<file path="config.mk">
export PLATFORM = sky130hd
export DESIGN_NAME = mult_share_arbiter
export DESIGN_NICKNAME = d
export VERILOG_FILES = /design/src/rtl/mult_pkg.sv /design/src/rtl/mult_2in.sv /design/src/rtl/rr_grant.sv /design/src/rtl/mult_share_arbiter.sv
export SDC_FILE = /design/constraint.sdc
export NUM_CORES = 1
export LEC_CHECK = 0
export CAP_MARGIN = 10
export CORE_MARGIN = 4
export CORE_UTILIZATION = 44
export DETAILED_ROUTE_END_ITERATION = 8
export GPL_TIMING_DRIVEN = 0
export PLACE_DENSITY = 0.66
export SYNTH_ARGS = -nofsm -noshare
export SYNTH_HDL_FRONTEND = slang
export SYNTH_SLANG_ARGS = --single-unit
export TNS_END_PERCENT = 50
</file>
<file path="constraint.sdc">
create_clock -name clk -period 8.1 [get_ports clk]
set_clock_uncertainty 0.2 [all_clocks]
set_input_delay 2.43 -clock clk [delete_from_list [all_inputs] [get_ports clk]]
set_output_delay 2.43 -clock clk [all_outputs]
set_load 0.1 [all_outputs]
</file>
<file path="src/rtl/mult_pkg.sv">
// Shared fixed-point definitions for the multiplier-sharing block.
// Q5.10 signed operands and results. The full product is 32 bits, so the
// Q5.10 result sits in bits [25:10] of that product.
package mult_pkg;
  localparam int Q_FRAC = 10;
  localparam int DATA_W = 16;
  localparam int PROD_W = 32;
  localparam logic [DATA_W-1:0] Q_ONE = 16'h0400;

  typedef logic signed [DATA_W-1:0] q_t;
  typedef logic signed [PROD_W-1:0] prod_t;
endpackage

</file>
<file path="src/rtl/mult_2in.sv">
// Combinational Q5.10 signed multiplier.
//   a, b : signed Q5.10 operands
//   p    : (a*b) >> Q_FRAC, truncated to DATA_W bits. This wraps on overflow
//          and does not saturate.
module mult_2in
  import mult_pkg::*;
(
  input  q_t a,
  input  q_t b,
  output q_t p
);
  prod_t a_ext;
  prod_t b_ext;
  prod_t prod;

  // Sign-extend explicitly so the multiply is a true 32-bit signed multiply.
  assign a_ext = {{(PROD_W-DATA_W){a[DATA_W-1]}}, a};
  assign b_ext = {{(PROD_W-DATA_W){b[DATA_W-1]}}, b};
  assign prod  = a_ext * b_ext;
  assign p     = DATA_W'(prod >>> Q_FRAC);
endmodule

</file>
<file path="src/rtl/rr_grant.sv">
// Combinational round-robin grant.
//   req_valid : request vector
//   rr_ptr    : index with highest priority this cycle
//   enable    : when low, no grant is issued
//   grant     : one-hot grant. The first valid index at or after rr_ptr wins,
//               and the search wraps.
//   idx       : encoded form of grant (0 when there is no grant)
module rr_grant #(
  parameter int N_REQ = 4,
  parameter int ID_W  = 2
) (
  input  logic [N_REQ-1:0] req_valid,
  input  logic [ID_W-1:0]  rr_ptr,
  input  logic             enable,
  output logic [N_REQ-1:0] grant,
  output logic [ID_W-1:0]  idx
);
  // cand[k] is the requester index that has priority rank k. It is rr_ptr+k mod N_REQ.
  logic [ID_W:0]   sum  [N_REQ];
  logic [ID_W-1:0] cand [N_REQ];
  logic            found;

  genvar gi;
  generate
    for (gi = 0; gi < N_REQ; gi++) begin : g_cand
      assign sum[gi]  = {1'b0, rr_ptr} + (ID_W+1)'(gi);
      assign cand[gi] = (sum[gi] >= (ID_W+1)'(N_REQ)) ? ID_W'(sum[gi] - (ID_W+1)'(N_REQ))
                                                      : sum[gi][ID_W-1:0];
    end
  endgenerate

  always_comb begin
    grant = '0;
    idx   = '0;
    found = 1'b0;
    for (int k = 0; k < N_REQ; k++) begin
      if (enable && !found && req_valid[cand[k]]) begin
        found           = 1'b1;
        grant[cand[k]]  = 1'b1;
        idx             = cand[k];
      end
    end
  end
endmodule

</file>
<file path="src/rtl/mult_share_arbiter.sv">
// Shares one Q5.10 multiplier between N_REQ requesters.
// Requesters are served round-robin. The operands are registered (S1), the product
// is registered (S2), and the product is returned with the requester id.
//   clk, rst_n : clock and asynchronous active-low reset
//   req_valid  : per-requester operand-ready flags
//   req_a/b    : packed Q5.10 operands. Requester i uses [16i+15:16i].
//   req_ready  : one-hot grant. Handshake i = req_valid[i] & req_ready[i].
//   res_valid  : result valid, held until res_ready is high
//   res_ready  : result consumer ready
//   res_data   : Q5.10 product (truncated, wraps on overflow)
//   res_id     : index of the requester that issued the product
//   mul_count  : accepted-request counter, wraps
module mult_share_arbiter
  import mult_pkg::*;
#(
  parameter int N_REQ = 4,
  parameter int ID_W  = 2,
  parameter int CNT_W = 16
) (
  input  logic                    clk,
  input  logic                    rst_n,
  input  logic [N_REQ-1:0]        req_valid,
  input  logic [DATA_W*N_REQ-1:0] req_a,
  input  logic [DATA_W*N_REQ-1:0] req_b,
  output logic [N_REQ-1:0]        req_ready,
  output logic                    res_valid,
  input  logic                    res_ready,
  output logic [DATA_W-1:0]       res_data,
  output logic [ID_W-1:0]         res_id,
  output logic [CNT_W-1:0]        mul_count
);
  q_t req_a_arr [N_REQ];
  q_t req_b_arr [N_REQ];

  genvar gi;
  generate
    for (gi = 0; gi < N_REQ; gi++) begin : g_unpack
      assign req_a_arr[gi] = req_a[DATA_W*gi +: DATA_W];
      assign req_b_arr[gi] = req_b[DATA_W*gi +: DATA_W];
    end
  endgenerate

  logic [ID_W-1:0]  rr_ptr_reg, rr_ptr_next;
  logic             s1_valid_reg;
  q_t               s1_a_reg, s1_b_reg;
  logic [ID_W-1:0]  s1_id_reg;
  logic             res_valid_reg;
  q_t               res_data_reg;
  logic [ID_W-1:0]  res_id_reg;
  logic [CNT_W-1:0] mul_count_reg;

  logic             stall;
  logic             handshake;
  logic [N_REQ-1:0] grant;
  logic [ID_W-1:0]  grant_idx;
  q_t               prod;

  // A result that is held and not yet taken freezes the whole pipe.
  assign stall = res_valid_reg & ~res_ready;

  // rst_n gates the grant so that req_ready stays low while reset is held.
  rr_grant #(.N_REQ(N_REQ), .ID_W(ID_W)) u_rr_grant (
    .req_valid (req_valid),
    .rr_ptr    (rr_ptr_reg),
    .enable    (~stall & rst_n),
    .grant     (grant),
    .idx       (grant_idx)
  );

  assign req_ready = grant;
  assign handshake = |(req_valid & grant);

  always_comb begin
    rr_ptr_next = rr_ptr_reg;
    if (handshake) begin
      rr_ptr_next = (grant_idx == ID_W'(N_REQ-1)) ? '0 : grant_idx + 1'b1;
    end
  end

  mult_2in u_mult (
    .a (s1_a_reg),
    .b (s1_b_reg),
    .p (prod)
  );

  always_ff @(posedge clk or negedge rst_n) begin
    if (!rst_n) begin
      rr_ptr_reg    <= '0;
      s1_valid_reg  <= 1'b0;
      s1_a_reg      <= '0;
      s1_b_reg      <= '0;
      s1_id_reg     <= '0;
      res_valid_reg <= 1'b0;
      res_data_reg  <= '0;
      res_id_reg    <= '0;
      mul_count_reg <= '0;
    end else if (!stall) begin
      rr_ptr_reg   <= rr_ptr_next;
      s1_valid_reg <= handshake;
      if (handshake) begin
        s1_a_reg      <= req_a_arr[grant_idx];
        s1_b_reg      <= req_b_arr[grant_idx];
        s1_id_reg     <= grant_idx;
        mul_count_reg <= mul_count_reg + 1'b1;
      end
      res_valid_reg <= s1_valid_reg;
      res_data_reg  <= prod;
      res_id_reg    <= s1_id_reg;
    end
  end

  assign res_valid = res_valid_reg;
  assign res_data  = res_data_reg;
  assign res_id    = res_id_reg;
  assign mul_count = mul_count_reg;
endmodule
</file>
Word level (Yosys, flattened, before mapping)
Index checks and enable logic that the tools add are counted.
- bits in registers: 72
- input port bits: 135
- word-level logic and storage cells: 96
- add/subtract/negate cells: 9
- multiply operators: 1
- order comparisons: 13
- equal/unequal tests: 1
- muxes and demuxes: 38
- bitwise gates (word level): 9
- reductions and logical operators: 16
- operator list (cell ; count):
    $bmux 16 s2 ; 2
    $mux 16 ; 4
    $mul 16x16->26 ; 1
    $mux 2 ; 9
    $add 16x1->16 const B ; 1
    $mux 4 ; 4
    $ge 3x3->1 const B ; 4
    $lt 2x3->1 const B ; 4
    $or 4x4->4 ; 3
    $logic_and 1x1->1 ; 11
    $mux 1 ; 11
    $bmux 1 s2 ; 4
    $demux 1 s2 ; 4
    $ge 2x1->1 const B ; 4
    $sub 2x1->2 const B ; 4
    $add 2x2->3 const B ; 2
    $and 4x4->4 ; 1
    $reduce_or 4->1 ; 1
    $add 2x1->3 const B ; 1
    $ge 2x3->1 const B ; 1
    $logic_not 1->1 ; 3
    $not 2->3 ; 1
    $add 2x1->2 const B ; 1
    $and 1x1->1 ; 2
    3 further kinds ; 4

Depth between registers and ports, before layout
- word-level depth: 22
- mapped depth: 23
- depth with buffers taken out: 22

By module
A second synthesis with hierarchy kept.
- cell total of the unflattened synthesis: 1223
- area total of the unflattened synthesis: 12510.7 um^2
- modules (own cells, without submodules) (module ; instances ; cells each ; area an instance (um^2)):
    mult_2in ; 1 ; 921 ; 8175.3
    mult_share_arbiter ; 1 ; 229 ; 3764.9
    rr_grant ; 1 ; 73 ; 570.5

Least setup slack after synthesis
OpenSTA, ideal clock, no wires.
- kind: in2out
- start point: in req_valid[3]
- end point: out req_ready[0]
- data arrival time: 4.498 ns
- slack: 0.972 ns
- stages: 6
- path buffers: 2
- cell sequence: clkbuf_2 -> mux4_2 -> nor4b_4 -> and3b_1 -> buf_4 -> a221o_1
- cells in the longest elaborated chain, start to end: 16
- elaborated cells on any way between the ends: 28
- classes of those cells: mux (15); bitwise (3); reduce/logical (10)
- RTL lines (what ; line ; RTL):
    start: declaration ; mult_share_arbiter.sv:22 ; input logic [N_REQ-1:0] req_valid,
    $bmux 1 s2 ; rr_grant.sv:37 ; if (enable && !found && req_valid[cand[k]]) begin
    $mux 1 (not written as such) ; rr_grant.sv:37 ;
    $logic_and 1x1->1 ; rr_grant.sv:37 ;
    $mux 1 ; rr_grant.sv:37 ;
    $logic_not 1->1 ; rr_grant.sv:37 ;
    $logic_and 1x1->1 (2 in a row) ; rr_grant.sv:37 ;
    $mux 1 ; rr_grant.sv:37 ;
    $logic_not 1->1 ; rr_grant.sv:37 ;
    $logic_and 1x1->1 (2 in a row) ; rr_grant.sv:37 ;
    $mux 1 ; rr_grant.sv:37 ;
    $logic_not 1->1 ; rr_grant.sv:37 ;
    $logic_and 1x1->1 (2 in a row) ; rr_grant.sv:37 ;
    $mux 4 (*) ; rr_grant.sv:37 ;
    end: declaration ; mult_share_arbiter.sv:25 ; output logic [N_REQ-1:0] req_ready,
Mark *: on every way between the ends. The rest lies on a longest branch, timed or not. The select of a mux whose other input is x is not followed.

Worst setup path in the final report
- start point: in req_valid[2]
- end point: out req_ready[3]
The elaborated chain is that of the path after synthesis.

==> reports/metrics.yaml <==
synth_ff_type: "dfrtp_1"
worstMarginPinSlew_ns: 1.03
grt_use_total_pct: 25.0
synth_commonest_cells: "255 x inv_1, 208 x fa_1, 208 x nand2_1"
drv_slew: 0
fin_nets: 1970
ys_top_cells_by_area: "fa_1 33%, dfrtp_1 14%, ha_1 8.1%"
cap_violations: 0
grt_max_degree: 47
rsz0062_at_grt: "true"
clock_sinks: 72
ys_warn_count: 0
stdcell_area_um2: 15000
min_to: "res_valid"
worstSetupStartpointType: "primary input"
cp_data_required_time_ns: 5.47
use_met3_pct: 6.53
clkTransAtPathRegs_ns: 0.06
wire_per_inst_um: 19.3
fmax_mhz: 124
globalplace.congestion: 0.914
antenna_found_initial: 0
start_util_pct: 44.7
crit_arrival_ns: 5.43
holdWs_ns: 0.264
place_area_um2: 14700
grt_pass1_wl_um: 60100
num_rows: 61
die_h_um: 177
maxSlewHeadroom_pct: 31.1
synth.avg_cell_area_um2: 9.17
drtIter0Drc: 777
post-place-ws_ns: -0.253
min_period_ns: 8.06
fp.coreArea_um2: 27900
io_buffers: 172
dp_hpwl_um: 31300
netlist.area_leader.share_pct: 33.3
status: "complete, no violations"
synth_most_common_cell: "inv_1"
ys_seq_area_share_pct: 14.4
fillerInstances: 2593
reg2reg_depth: 20
boundaryPins: 174
drive_gt1_share_pct: 5.80
cts_buffers: 9
wl_um: 37200
cp-end-kind: "output port"
seq_area_um2: 1800
grt_most_used_layer: "met2"
syn_area_um2: 12500
grt.overflow.total: 0
synthArstFlopShare_pct: 100
antenna_cells: 0
drtPass1Iterations: 5
hold_class: "register to register"
die-area_um2: 31200
htree_levels: 3
cts.path.max_buffers: 2
r2r-start: "s1_a_reg[11]"
whs_path_depth: 1
met2_usage_pct: 41.1
synth-edff-count: 0
viasPerCell: 5.26
multiInputGateArea_um2: 9350
crit_type: "primary input to output port"
area_growth_pct: 20.0
cts_tree: "yes"
vias: 10100
synth_area_leader_cell: "fa_1"
fp.dieW_um: 177
ant_nets: 0
worst_slack_ns: 0.0369
drc: 0
finalCritPeriodShare_pct: 99.5
root_buffer: "clkbuf_16"
reg2reg_slack_ns: 0.86
setup_viol: 0
synth_nets: 1786
setup_tns_ns: 0
hp-start: "s1_valid_reg"
grt_util_met1_pct: 31.2
synthCells: 1362
synth_cell_types: 59
cp_max_fo: 9
rr_endpoint: "res_data[15]"
hold_viol_final: 0
clock_latency_ns: 0.35
grt_pass1_vias: 11100
synth-seq-cells: 72
-- worst max-delay path: stages --
cell	delay, ns
clkdlybuf4s50_1	0.59
mux4_2	0.66
nor4b_4	0.38
and3b_1	0.21
buf_4	0.16
a221o_1	0.16
clkdlybuf4s15_1	0.84
-- stage by stage --
| step | instances | util [%] |
|---|---|---|
| 2_1_floorplan | 1362 | - |
| 3_3_place_gp | 1912 | 52.6 |
| 3_5_place_dp | 1913 | 52.7 |
| 4_1_cts | 1929 | 53.7 |
| 5_1_grt | 1929 | 53.7 |
| 6_report | 1929 | 53.7 |
-- worst max-delay path by stage --
stage / start / endpoint / slack [ns] / cells past startpoint
floorplan: req_valid[3] / req_ready[0] / 0.97 / 6
global placement: rst_n / req_ready[0] / -2.62 / 5
detailed placement: req_valid[2] / req_ready[0] / -0.25 / 7
CTS: req_valid[2] / req_ready[0] / 0.02 / 7
global route: req_valid[2] / req_ready[3] / -0.05 / 7
finish: req_valid[2] / req_ready[3] / 0.04 / 7
-- area by class of cell --
class	instances	area share [%]
Multi-Input combinational cell	961	62.3
Sequential cell	72	12.0
Timing Repair Buffer	173	11.5
Inverter	255	6.38
Tap cell	378	3.15
Buffer	74	2.59
Clock buffer	9	1.50
Clock inverter	7	0.476
-- cells in the final DEF (no fill, tap or decap), types with 6 or more instances in the layout --
master,n
a211oi_1,19
a211oi_2,14
a21o_1,40
a21oi_1,25
a311oi_1,35
and2_0,12
and2_1,122
and2_4,11
and3_1,8
buf_2,13
buf_4,10
buf_6,8
clkbuf_1,43
clkbuf_16,9
clkdlybuf4s50_1,167
dfrtp_1,72
fa_1,208
ha_1,81
inv_1,255
nand2_1,208
nand2b_1,9
nand3_1,9
nand3b_1,6
nor2_1,32
o21ai_0,9
xnor2_1,39
xor2_1,11
-- metal layers --
metal	part of all wire, %	vias to the layer above
met5	0	-
met3	7.9	78
met1	40	5064
met2	47	380
li1	-	4617
met4	4.5	0
-- cells by family (layout without fill, tap and decap cells) --
family / count (synthesis) / after routing / synth area share, %
AO/OA/AOI/OAI: 177 / 177 / 11.1
adder cells (fa/ha/maj): 289 / 289 / 41.4
multiplexers: 12 / 12 / 1.39
flip-flops: 72 / 72 / 14.4
buffers and inverters: 329 / 518 / 10.8
AND/OR/NAND/NOR: 433 / 433 / 17.4
XOR/XNOR: 50 / 50 / 3.50
-- timing repair --
item	4_1_cts	5_1_grt
endpoints found under the setup margin	4	4
hold buffers	0	0
buffers inserted	0	0
gates resized for setup	4	7
pin swaps	0	0
Power is not shown: default switching activity piles up to over one toggle a cycle in this logic, so the estimate is an artifact.
